$ cat src/rtl/matrix_result_reader.sv
// matrix_result_reader: walks the accelerator result buffer and streams each captured word lane by lane.
// Optional MATRD_CHECKSUM_EN appends a modulo-2^(2*BIT_LEN) checksum beat after the final data lane.
module matrix_result_reader #(
    parameter int BIT_LEN     = 8,
    parameter int OUT_PORTS   = 4,
    parameter int ADDR_LEN    = 4,
    parameter int ADDR_FIRST  = 3,
    parameter int ADDR_STRIDE = 3,
    parameter int NUM_READS   = 4,
    parameter int REST_ADDR   = 0,
    parameter int RD_LAT      = 1
) (
    input  logic                           Clk,
    input  logic                           Rst,
    input  logic                           start,
    input  logic [OUT_PORTS*2*BIT_LEN-1:0] flatsumout,
    output logic [ADDR_LEN-1:0]            AddressSelect,
    output logic                           bufferRD,
    output logic [2*BIT_LEN-1:0]           m_data,
    output logic                           m_valid,
    input  logic                           m_ready,
    output logic                           m_last,
    output logic                           busy,
    output logic                           done
);
    localparam int LW = 2*BIT_LEN;
    localparam int KW = OUT_PORTS > 1 ? $clog2(OUT_PORTS) : 1;
    localparam int RW = NUM_READS > 1 ? $clog2(NUM_READS) : 1;
    localparam int TW = RD_LAT > 1 ? $clog2(RD_LAT) : 1;

    typedef enum logic [2:0] {IDLE, ADDR, WAIT, SEND, DONE} state_t;

    state_t                      state_q, state_d;
    logic [KW-1:0]               lane_q, lane_d;
    logic [RW-1:0]               rd_q, rd_d;
    logic [TW-1:0]               lat_q, lat_d;
    logic [ADDR_LEN-1:0]         addr_q, addr_d;
    logic [OUT_PORTS*LW-1:0]     cap_q, cap_d;
    logic [LW-1:0]               lane_data;
    logic                        lane_end, read_end;
`ifdef MATRD_CHECKSUM_EN
    logic [LW-1:0]               csum_q, csum_d;
    logic                        csum_beat_q, csum_beat_d;
`endif

    always_comb begin
        state_d   = state_q;
        lane_d    = lane_q;
        rd_d      = rd_q;
        lat_d     = lat_q;
        addr_d    = addr_q;
        cap_d     = cap_q;
        lane_data = cap_q[lane_q*LW +: LW];
        lane_end  = lane_q == KW'(OUT_PORTS-1);
        read_end  = rd_q == RW'(NUM_READS-1);
`ifdef MATRD_CHECKSUM_EN
        csum_d      = csum_q;
        csum_beat_d = csum_beat_q;
`endif
        case (state_q)
            IDLE: if (start) begin
                state_d = ADDR;
                rd_d    = '0;
                addr_d  = ADDR_LEN'(ADDR_FIRST);
`ifdef MATRD_CHECKSUM_EN
                csum_d  = '0;
`endif
            end
            ADDR: begin
                state_d = WAIT;
                lat_d   = '0;
            end
            WAIT: if (lat_q == TW'(RD_LAT-1)) begin
                state_d = SEND;
                lane_d  = '0;
                cap_d   = flatsumout;
            end else begin
                lat_d = lat_q + 1'b1;
            end
            SEND: if (m_ready) begin
`ifdef MATRD_CHECKSUM_EN
                if (csum_beat_q) begin
                    csum_beat_d = 1'b0;
                    state_d     = DONE;
                end else begin
                    csum_d = csum_q + lane_data;
                    if (!lane_end) lane_d = lane_q + 1'b1;
                    else if (!read_end) begin
                        rd_d    = rd_q + 1'b1;
                        addr_d  = addr_q + ADDR_LEN'(ADDR_STRIDE);
                        state_d = ADDR;
                    end else csum_beat_d = 1'b1;
                end
`else
                if (!lane_end) lane_d = lane_q + 1'b1;
                else if (!read_end) begin
                    rd_d    = rd_q + 1'b1;
                    addr_d  = addr_q + ADDR_LEN'(ADDR_STRIDE);
                    state_d = ADDR;
                end else state_d = DONE;
`endif
            end
            DONE:    state_d = IDLE;
            default: state_d = IDLE;
        endcase
    end

    always_ff @(posedge Clk or negedge Rst) begin
        if (!Rst) begin
            state_q     <= IDLE;
            lane_q      <= '0;
            rd_q        <= '0;
            lat_q       <= '0;
            addr_q      <= ADDR_LEN'(REST_ADDR);
            cap_q       <= '0;
`ifdef MATRD_CHECKSUM_EN
            csum_q      <= '0;
            csum_beat_q <= 1'b0;
`endif
        end else begin
            state_q     <= state_d;
            lane_q      <= lane_d;
            rd_q        <= rd_d;
            lat_q       <= lat_d;
            addr_q      <= addr_d;
            cap_q       <= cap_d;
`ifdef MATRD_CHECKSUM_EN
            csum_q      <= csum_d;
            csum_beat_q <= csum_beat_d;
`endif
        end
    end

    // Address is driven only while a buffer read is in flight or being streamed
    assign AddressSelect = (state_q == ADDR || state_q == WAIT || state_q == SEND) ? addr_q : ADDR_LEN'(REST_ADDR);
    assign bufferRD      = state_q == ADDR;
    assign m_valid       = state_q == SEND;
    assign busy          = state_q != IDLE;
    assign done          = state_q == DONE;
`ifdef MATRD_CHECKSUM_EN
    assign m_data = m_valid ? (csum_beat_q ? csum_q : lane_data) : '0;
    assign m_last = m_valid && csum_beat_q;
`else
    assign m_data = m_valid ? lane_data : '0;
    assign m_last = m_valid && lane_end && read_end;
`endif
endmodule

$ cat config.mk
export PLATFORM = sky130hd
export DESIGN_NAME = matrix_result_reader
export DESIGN_NICKNAME = d
export VERILOG_FILES = /design/src/rtl/matrix_result_reader.sv
export SDC_FILE = /design/constraint.sdc
export NUM_CORES = 1
export LEC_CHECK = 0
export ABC_CLOCK_PERIOD_IN_PS = 1610
export CORE_MARGIN = 3
export CORE_UTILIZATION = 30
export DETAILED_ROUTE_END_ITERATION = 12
export PLACE_DENSITY = 0.57
export SETUP_SLACK_MARGIN = 0.1
export SLEW_MARGIN = 30
export SYNTH_ARGS = -nofsm -noshare
export SYNTH_HDL_FRONTEND = slang
export SYNTH_SLANG_ARGS = --single-unit
$ cat constraint.sdc
create_clock -name Clk -period 1.61 [get_ports Clk]
set_clock_uncertainty 0.1 [all_clocks]
set_input_delay 0.322 -clock Clk [delete_from_list [all_inputs] [get_ports Clk]]
set_output_delay 0.322 -clock Clk [all_outputs]
set_load 0.05 [all_outputs]
==> results of run 1 <==
## through the flow
stage	worst slack (ns)	utilization	power, W	instance area, sq um	instances
2_1_floorplan	-0.111	-	0.00898	3780	238
3_3_place_gp	-0.252	0.438	0.0111	5090	489
3_5_place_dp	-0.265	0.438	0.0112	5090	489
4_1_cts	-0.577	0.531	0.0158	6170	528
5_1_grt	-0.583	0.553	0.0170	6420	539
6_report	-0.540	0.553	0.0161	6420	539
## power by group
| part | switching, W | internal (W) | total, W |
|---|---|---|---|
| sequential | 0.000581 | 0.00285 | 0.00344 |
| combinational | 0.00452 | 0.00585 | 0.0104 |
| clock | 0.000785 | 0.00156 | 0.00234 |
| total | 0.00589 | 0.0103 | 0.0161 |
## metal layers
layer  track usage  up-vias
li1              -     1183
met1         0.200     1292
met2         0.224       58
met3        0.0449        6
met4        0.0371        0
met5             0        -
## synth_stat cells, drive strengths merged
master	count
nor4b	1
o22ai	1
or3	1
a2111oi	1
buf	14
nand3	1
nor3	4
and3	1
nor2b	17
a211oi	3
nand2b	1
o21ai	1
mux2i	2
mux4	16
a22o	3
a21oi	3
or2	1
nor3b	1
nand3b	1
dfrtp	75
nand2	2
ha	3
xnor2	1
nor2	5
and2	4
nand4bb	1
a21o	1
inv	7
mux2	66
## repair_timing
action	CTS	global route
pin swaps	8	11
cloned	6	2
resized for setup	127	33
setup buffers	16	9
endpoints found under the hold margin	75	0
endpoints found under the setup margin	99	99
hold buffers	1	0
## kinds of logic after synthesis
kind of cell / after synthesis / share of synthesized area
fa+ha+maj: 3 / 0.0103
mux: 84 / 0.317
simple gates: 41 / 0.0819
compound gates: 13 / 0.0265
buf+inv: 21 / 0.0451
flops: 75 / 0.516
xor+xnor: 1 / 0.00241
## cell usage in the layout (no fill, tap or decap), types with 2 or more instances in the layout
cell type and count:
clkbuf_16 12, buf_4 25, and2_4 3, mux2_4 65, clkinv_4 2, bufinv_16 3, mux2i_1 2, mux4_2 16
buf_16 5, nor2_4 3, nor2b_4 16, buf_8 4, ha_1 2, buf_6 34, dfrtp_1 72, a22o_1 2
buf_12 18, inv_1 5, clkdlybuf4s50_1 66, a211oi_2 2, dfrtp_2 3, nor3_4 4
## sequential cells by signal, summed over array words and instances, names as in the netlist
| register | count |
|---|---|
| rd_q | 2 |
| cap_q | 64 |
| lane_q | 2 |
| state_q | 3 |
| addr_q | 4 |
## worst min path at each step
stage	startpoint	to	depth (start not counted)
floorplan	Rst	addr_q[0]	0
global placement	Rst	cap_q[42]	2
detailed placement	Rst	cap_q[58]	2
CTS	cap_q[40]	cap_q[40]	1
global route	cap_q[43]	cap_q[43]	1
finish	cap_q[57]	cap_q[57]	1
## area by class of cell
cell class,instances,share of cell area
Clock inverter,6,0.0175
Inverter,7,0.00506
Clock buffer,10,0.0372
Tap cell,143,0.0278
Timing Repair Buffer,156,0.292
Multi-Input combinational cell,142,0.328
Sequential cell,75,0.293
==> reports/summary.txt, run 1 <==
Met3 wire len = 491 um
Yosys Warn Count = 0
Failing checks = setup timing
Final setup margin = -0.540 ns
Crit path to = m_data[13]
Largest net degree at the start of global routing = 76
IO Pins = 93
Vias in the first global route = 2840
Mapped cell area = 3630 sq um
# nets final = 462
# rows = 39
ANT nets after route = 0
Reg2reg start = lane_q[0]
Max_slew headroom = 0.731
Reg-to-reg endpoint = lane_q[0]
R2R Setup Slk = -0.37 ns
VDD IR-drop max = 1.60 mV
Die area = 13500 sq um
Total core area = 11600 sq um
Area delta synth->final = 76.8%
CP Cell Sequence = clkbuf_16, mux4_2, nor2b_4, buf_6
Critical path launch point type = register
Area taken by multi-input logic gates = 2110 sq um
Die Wd = 116 um
Setup CP Type = register to primary output
Metal-1 WL = 4.27 mm
R2R cell count = 9
Final setup viols = 99
Fin Hold WS = 0.405 ns
Inserted Clock Buffers = 9
Initial antenna violation count = 0
Clk buf depth = 2
Fin crit share = 1.34
Die Y = 116 um
Register area share after synthesis = 0.516
Initial Utilization = 0.313
N_diodes = 0
DP Wirelength = 5.78 mm
Number of buffers added on ports = 92
Worst path slowest cell = mux4_2
Critical Path End Type = primary output
Final Hold Fails = 0
Fmax = 465 MHz
Critical Path Start = lane_q[0]
Total gr overflow = 0
Uppermost layer routed = met4
Slew Limit Fails = 0
CTS tree = yes
Clk sinks = 75
CP top delay family = multiplexers
Clock Pin Slew Worst Setup and Hold Paths = 0.06 ns
Register area = 1880 sq um
P per Cell Area = 2510 nW/um^2
Lkg Pwr = 2.82 nW
Vias post-DR = 2539
Min-delay worst type = register to register
Worst Tran Pin Value = 0.404 ns
Gate Count Post-Synth = 238
Fill count = 936
Stages on worst setup path = 4
Synth area leaders = dfrtp_1, mux2_2, mux4_1, mux4_2, nor2b_1
Worst path max stage delay = 0.49 ns
Unrepaired setup endpoints after global routing = true
Critical Path RT = 1.19 ns
Vias per inst = 4.71
Routed WL per cell = 17.3 um
Library cells used by synthesis = 37
Min cycle time layout = 2.15 ns
Arr. time, crit path = 1.73 ns
Yosys top cell by area = dfrtp_1
Status = finished with violations
RePlAce Congestion = 0.732
Top cell type's share of synthesized area = 0.516
GRT Util Overall = 0.145
Layout cells sized above 1 = 0.604
Critical path peak fanout = 5
Clock latency at the later pin of the worst-skew pair = 0.33 ns
First-pass GRT wire length = 15.0 mm
DRT iter0 DRCs = 71
H-tree depth = 3
WL final = 9.35 mm
Initial DRT Pass Iterations = 4
Root buf cell = clkbuf_16
CP bufs+invs = 2
Setup TNS = -24.76 ns
Synth Net Count = 309
# DRC = 0
DR WL met2 = 4.49 mm
Syn Area/Cell = 15.3 sq um
Maxcap violations = 0
Synth Register Bits = 75
No activity file was read; power rests on OpenSTA's default activity.
==> run 2: changes to the inputs <==
--- a/config.mk
+++ b/config.mk
@@ -9,7 +9,7 @@
 export CORE_MARGIN = 3
 export CORE_UTILIZATION = 30
 export DETAILED_ROUTE_END_ITERATION = 12
-export PLACE_DENSITY = 0.57
+export PLACE_DENSITY_LB_ADDON = 0.08
 export SETUP_SLACK_MARGIN = 0.1
 export SLEW_MARGIN = 30
 export SYNTH_ARGS = -nofsm -noshare
==> reports/summary.txt, run 2 (synthesis results as in run 1) <==
Status = finished with violations
Failing checks = setup timing
DRT iter0 DRCs = 122 (+72%)
Worst Tran Pin Value = 0.426 ns (+0.0221 ns)
Critical Path End Type = primary output
VDD IR-drop max = 1.54 mV (-4.2%)
Max_slew headroom = 0.716 (-0.0147)
Lkg Pwr = 2.77 nW (-1.9%)
Clock power share = 0.131 (-0.014)
Clk sinks = 75 (unchanged)
N_diodes = 0 (unchanged)
Critical path launch point type = register
CTS tree = yes
Initial antenna violation count = 0 (unchanged)
Worst path max stage delay = 0.49 ns (about the same)
Sw Share = 0.369 (+0.00407)
H-tree depth = 3 (unchanged)
Largest register FFs = 64 (unchanged)
Critical Path RT = 1.19 ns (about the same)
Routed WL per cell = 17.9 um (+3.4%)
Initial Utilization = 0.313 (unchanged)
CP Cell Sequence = clkbuf_16, mux4_2, nor2b_4, buf_6
Die area = 13500 sq um (unchanged)
Layout cells sized above 1 = 0.573 (-0.0310)
Largest regs = cap_q x64, addr_q x4, state_q x3
Clock latency at the later pin of the worst-skew pair = 0.33 ns (about the same)
Die Wd = 116 um (unchanged)
RePlAce Congestion = 0.679 (-7.3%)
Inserted Clock Buffers = 9 (unchanged)
Vias per inst = 4.72 (+0.20%)
Vias in the first global route = 2836 (-0.14%)
First-pass GRT wire length = 15.6 mm (+3.8%)
Flop pwr share = 0.220 (+0.007)
Fin crit share = 1.33 (-0.00312)
WL final = 9.61 mm (+2.9%)
Design internal power = 0.00986 W (-3.9%)
DP Wirelength = 5.78 mm (about the same)
Number of buffers added on ports = 92 (unchanged)
IO Pins = 93 (unchanged)
GRT Util Overall = 0.155 (+0.00948)
Min-delay worst type = register to register
Clk buf depth = 2 (unchanged)
Root buf cell = clkbuf_16
CP bufs+invs = 2 (unchanged)
Worst path slowest cell = mux4_2
Commonest cells after routing, fill and taps aside = dfrtp_1, clkdlybuf4s50_1, mux2_4
CP top delay family = multiplexers
Fmax = 466 MHz (+0.23%)
Unrepaired setup endpoints after global routing = true
Pre-CTS WS = -0.282 ns (-0.0161 ns)
Clock Pin Slew Worst Setup and Hold Paths = 0.06 ns (about the same)
# DRC = 0 (unchanged)
Critical path peak fanout = 6 (+1)
Sw power = 0.00576 W (-2.2%)
Min cycle time layout = 2.15 ns (-0.00502 ns)
Slew Limit Fails = 0 (unchanged)
Maxcap violations = 0 (unchanged)
# nets final = 460 (-0.43%)
Arr. time, crit path = 1.72 ns (about the same)
Setup CP Type = register to primary output
Die Y = 116 um (unchanged)
Initial DRT Pass Iterations = 4 (unchanged)
Largest net degree at the start of global routing = 76 (unchanged)
Most common cell after layout, fill and taps aside = dfrtp_1
ANT nets after route = 0 (unchanged)
Final Hold Fails = 0 (unchanged)
Total core area = 11600 sq um (unchanged)
Gate power share = 0.650 (+0.008)
Total gr overflow = 0 (unchanged)
Vias post-DR = 2530 (-0.35%)
Setup TNS = -15.55 ns (+9.21 ns)
# rows = 39 (unchanged)
P per Cell Area = 2500 nW/um^2 (-0.53%)
Top reg by flops = cap_q
Area delta synth->final = 71.9%
Final setup viols = 94 (-5.1%)
Final setup margin = -0.535 ns (+0.00502 ns)
-- run 2: path summary, 6_finish.rpt --
check	cells past startpoint	endpoint	start	slack, ns
max in group asynchronous	3	lane_q[0]	Rst	0.59
min in group asynchronous	3	cap_q[35]	Rst	0.44
min reg2reg	1	cap_q[33]	cap_q[33]	0.40
max reg2reg	6	rd_q[1]	state_q[1]	-0.12
max	4	m_data[12]	lane_q[0]	-0.54
min	1	cap_q[33]	cap_q[33]	0.40
-- run 2: worst reg2reg max path, cell delays in order (launching register included) --
cell and delay, ns:
dfrtp_1 0.40, buf_12 0.15, buf_8 0.12, buf_12 0.12, nor3b_2 0.18, a21oi_4 0.20
mux2_2 0.35
-- run 2: metal layers --
metal,wire [um],GRT usage,vias to the layer above,share of wire
met5,0,0,-,0
met4,91,0.0371,0,0.0095
met3,528,0.0543,9,0.055
met2,4850,0.250,58,0.50
met1,4150,0.200,1288,0.43
li1,-,-,1175,-
-- run 2: what timing repair did --
item / in CTS / in global routing
pin swaps: 9 / 5
endpoints found under the setup margin: 99 / 100
hold endpoints to repair: 75 / 0
resized for setup: 129 / 13
hold buffers: 1 / 0
setup buffers: 20 / 2
cloned: 7 / 1
-- run 2: final cells by class --
class | instances | area [sq um]
Multi-Input combinational cell | 142 | 2020
Sequential cell | 75 | 1880
Timing Repair Buffer | 154 | 1840
Clock buffer | 11 | 253
Clock inverter | 4 | 50.0
Tap cell | 143 | 179
Fill cell | 1007 | 5360
Inverter | 7 | 30.0
-- run 2: power groups by stage --
stage | sequential, W | clock (W) | combinational (W)
final | 0.00343 | 0.00204 | 0.0102
after detailed placement | 0.00338 | 0 | 0.00776
after CTS | 0.00344 | 0.00211 | 0.0101
after floorplan | 0.00317 | 0 | 0.00581
after global placement | 0.00336 | 0 | 0.00771
after global routing | 0.00357 | 0.00220 | 0.0107
-- run 2: through the flow --
step / power (W) / cells / util / area (sq um) / hold slack (ns)
2_1_floorplan: 0.00898 / 238 / - / 3780 / -0.0736
3_3_place_gp: 0.0111 / 492 / 0.438 / 5080 / 0.284
3_5_place_dp: 0.0111 / 492 / 0.438 / 5080 / 0.278
4_1_cts: 0.0156 / 535 / 0.533 / 6180 / 0.405
5_1_grt: 0.0165 / 536 / 0.538 / 6250 / 0.423
6_report: 0.0156 / 536 / 0.538 / 6250 / 0.404
==> run 3: changes to the inputs <==
--- a/config.mk
+++ b/config.mk
@@ -6,6 +6,7 @@
 export NUM_CORES = 1
 export LEC_CHECK = 0
 export ABC_CLOCK_PERIOD_IN_PS = 1610
+export CORE_ASPECT_RATIO = 1.2
 export CORE_MARGIN = 3
 export CORE_UTILIZATION = 30
 export DETAILED_ROUTE_END_ITERATION = 12
==> reports/summary.txt, run 3 (synthesis results as in run 1) <==
Vias post-DR = 2555 (+0.99%)
WL final = 9.98 mm (+3.8%)
RePlAce Congestion = 0.695 (+2.4%)
DR WL met2 = 5.04 mm (+4.0%)
Setup CP Type = register to primary output
Slew Limit Fails = 0 (unchanged)
Metal-1 WL = 4.30 mm (+3.7%)
Failing checks = setup timing
Largest regs = cap_q x64, addr_q x4, state_q x3
Status = finished with violations
Vias per inst = 4.60 (-2.6%)
VDD IR-drop max = 1.33 mV (-13%)
Worst Tran Pin Value = 0.402 ns (-0.0236 ns)
# rows = 43 (+10%)
Non-Filler Instances = 556 (+3.7%)
Inserted Clock Buffers = 9 (unchanged)
Critical path peak fanout = 7 (+1)
P per Cell Area = 2470 nW/um^2 (-1.3%)
Die Y = 127 um (+9.1%)
Reg-to-reg endpoint = rd_q[1]
CTS tree = yes
IO Pins = 93 (unchanged)
Layout cells sized above 1 = 0.581 (+0.00893)
Post-route cell area = 6390 sq um (+2.3%)
DRT iter0 DRCs = 72 (-41%)
Final Hold Fails = 0 (unchanged)
# DRC = 0 (unchanged)
Reg2reg start = lane_q[0]
Post-layout util = 0.548 (+0.00950)
Max_slew headroom = 0.732 (+0.0157)
Critical path launch point type = register
Vias in the first global route = 2812 (-0.85%)
Largest net degree at the start of global routing = 30 (-61%)
Initial Utilization = 0.311 (-0.00164)
ANT nets after route = 0 (unchanged)
Min cycle time layout = 2.17 ns (+0.0243 ns)
# nets final = 465 (+1.1%)
Critical Path End Type = primary output
Clock Pin Slew Worst Setup and Hold Paths = 0.05 ns (about the same)
Area delta synth->final = 75.9%
Arr. time, crit path = 1.75 ns (+0.03 ns)
Unrepaired setup endpoints after global routing = true
Fin crit share = 1.35 (+0.0151)
Fmax = 461 MHz (-1.1%)
Largest register FFs = 64 (unchanged)
R2R Setup Slk = -0.36 ns (-0.24 ns)
Cell Area, Placed = 5080 sq um (-0.15%)
Clk sinks = 75 (unchanged)
Initial antenna violation count = 0 (unchanged)
Initial DRT Pass Iterations = 3 (-1)
Setup TNS = -25.73 ns (-10.17 ns)
Final setup margin = -0.559 ns (-0.0243 ns)
Met3 wire len = 500 um (-5.3%)
Final setup viols = 99 (+5.3%)
Number of buffers added on ports = 92 (unchanged)
Critical Path RT = 1.19 ns (about the same)
DP Wirelength = 6.00 mm (+3.8%)
Uppermost layer routed = met4
Min-delay worst type = primary input to asynchronous set/reset pin
First-pass GRT wire length = 15.9 mm (+2.0%)
Clock latency at the later pin of the worst-skew pair = 0.33 ns (about the same)
Total core area = 11700 sq um (+0.53%)
N_diodes = 0 (unchanged)
H-tree depth = 3 (unchanged)
Maxcap violations = 0 (unchanged)
Clk buf depth = 2 (unchanged)
Top reg by flops = cap_q
Root buf cell = clkbuf_16
Routed WL per cell = 18.0 um (+0.10%)
Most common cell after layout, fill and taps aside = dfrtp_1
Commonest cells after routing, fill and taps aside = dfrtp_1, mux2_4, clkdlybuf4s50_1
Die area = 13500 sq um (about the same)
Total gr overflow = 0 (unchanged)
GRT Util Overall = 0.155 (+0.000605)
Die Wd = 106 um (-8.3%)
R2R cell count = 8 (+2)
Lkg Pwr = 2.82 nW (+1.8%)
Placed cells = 501 (+1.8%)
-- run 3: cell count changes in the layout (fill, tap and decap cells not counted), sizes merged --
cell      change
clkinv        +2
buf           +4
clkinvlp      -2
bufinv        -1
clkbuf        +3
-- run 3: routing by layer --
metal  up-vias  global-route usage
li1       1183                   -
met1      1311               0.206
met2        51               0.245
met3        10              0.0427
met4         0              0.0542
met5         -                   0
-- run 3: stage by stage --
stage	worst slack, ns	hold WS, ns	total power [W]
after detailed placement	-0.268	0.180	0.0111
after floorplan	-0.111	-0.0736	0.00898
final	-0.559	0.372	0.0158
after global placement	-0.265	0.184	0.0111
after CTS	-0.577	0.380	0.0155
after global routing	-0.619	0.412	0.0166
-- run 3: worst max-delay path, cell delays in order (launching register included) --
cell     delay (ns)
dfrtp_2        0.39
buf_6          0.11
buf_12         0.13
mux4_2         0.50
nor2b_4        0.14
buf_6          0.14
-- run 3: worst max-delay path by stage --
stage | slack (ns) | cells past startpoint | start | endpoint
after CTS | -0.58 | 5 | lane_q[0] | m_data[4]
after global placement | -0.27 | 4 | lane_q[0] | m_data[15]
final | -0.56 | 5 | lane_q[0] | m_data[2]
after detailed placement | -0.27 | 4 | lane_q[0] | m_data[15]
after global routing | -0.62 | 5 | lane_q[0] | m_data[15]
after floorplan | -0.11 | 4 | lane_q[0] | m_data[10]
-- run 3: area by class of cell --
cell class,count,area (sq um)
clock buffer,13,240
clock inverter,3,15.0
fill,1002,5280
inverter,7,30.0
multi-input combinational,142,2050
sequential,75,1880
tap,157,196
timing repair buffer,159,1980
-- run 3: where the power goes --
part	total [W]	switching (W)	internal, W
clock	0.00179	0.000751	0.00104
sequential	0.00344	0.000579	0.00286
combinational	0.0106	0.00452	0.00603
total	0.0158	0.00585	0.00992
-- run 3: repair_timing --
item,CTS,global route
pin swaps,9,6
cloned,7,3
hold buffers,1,0
setup endpoints to repair,98,100
gates resized for setup,138,24
endpoints found under the hold margin,25,0
setup buffers,20,9
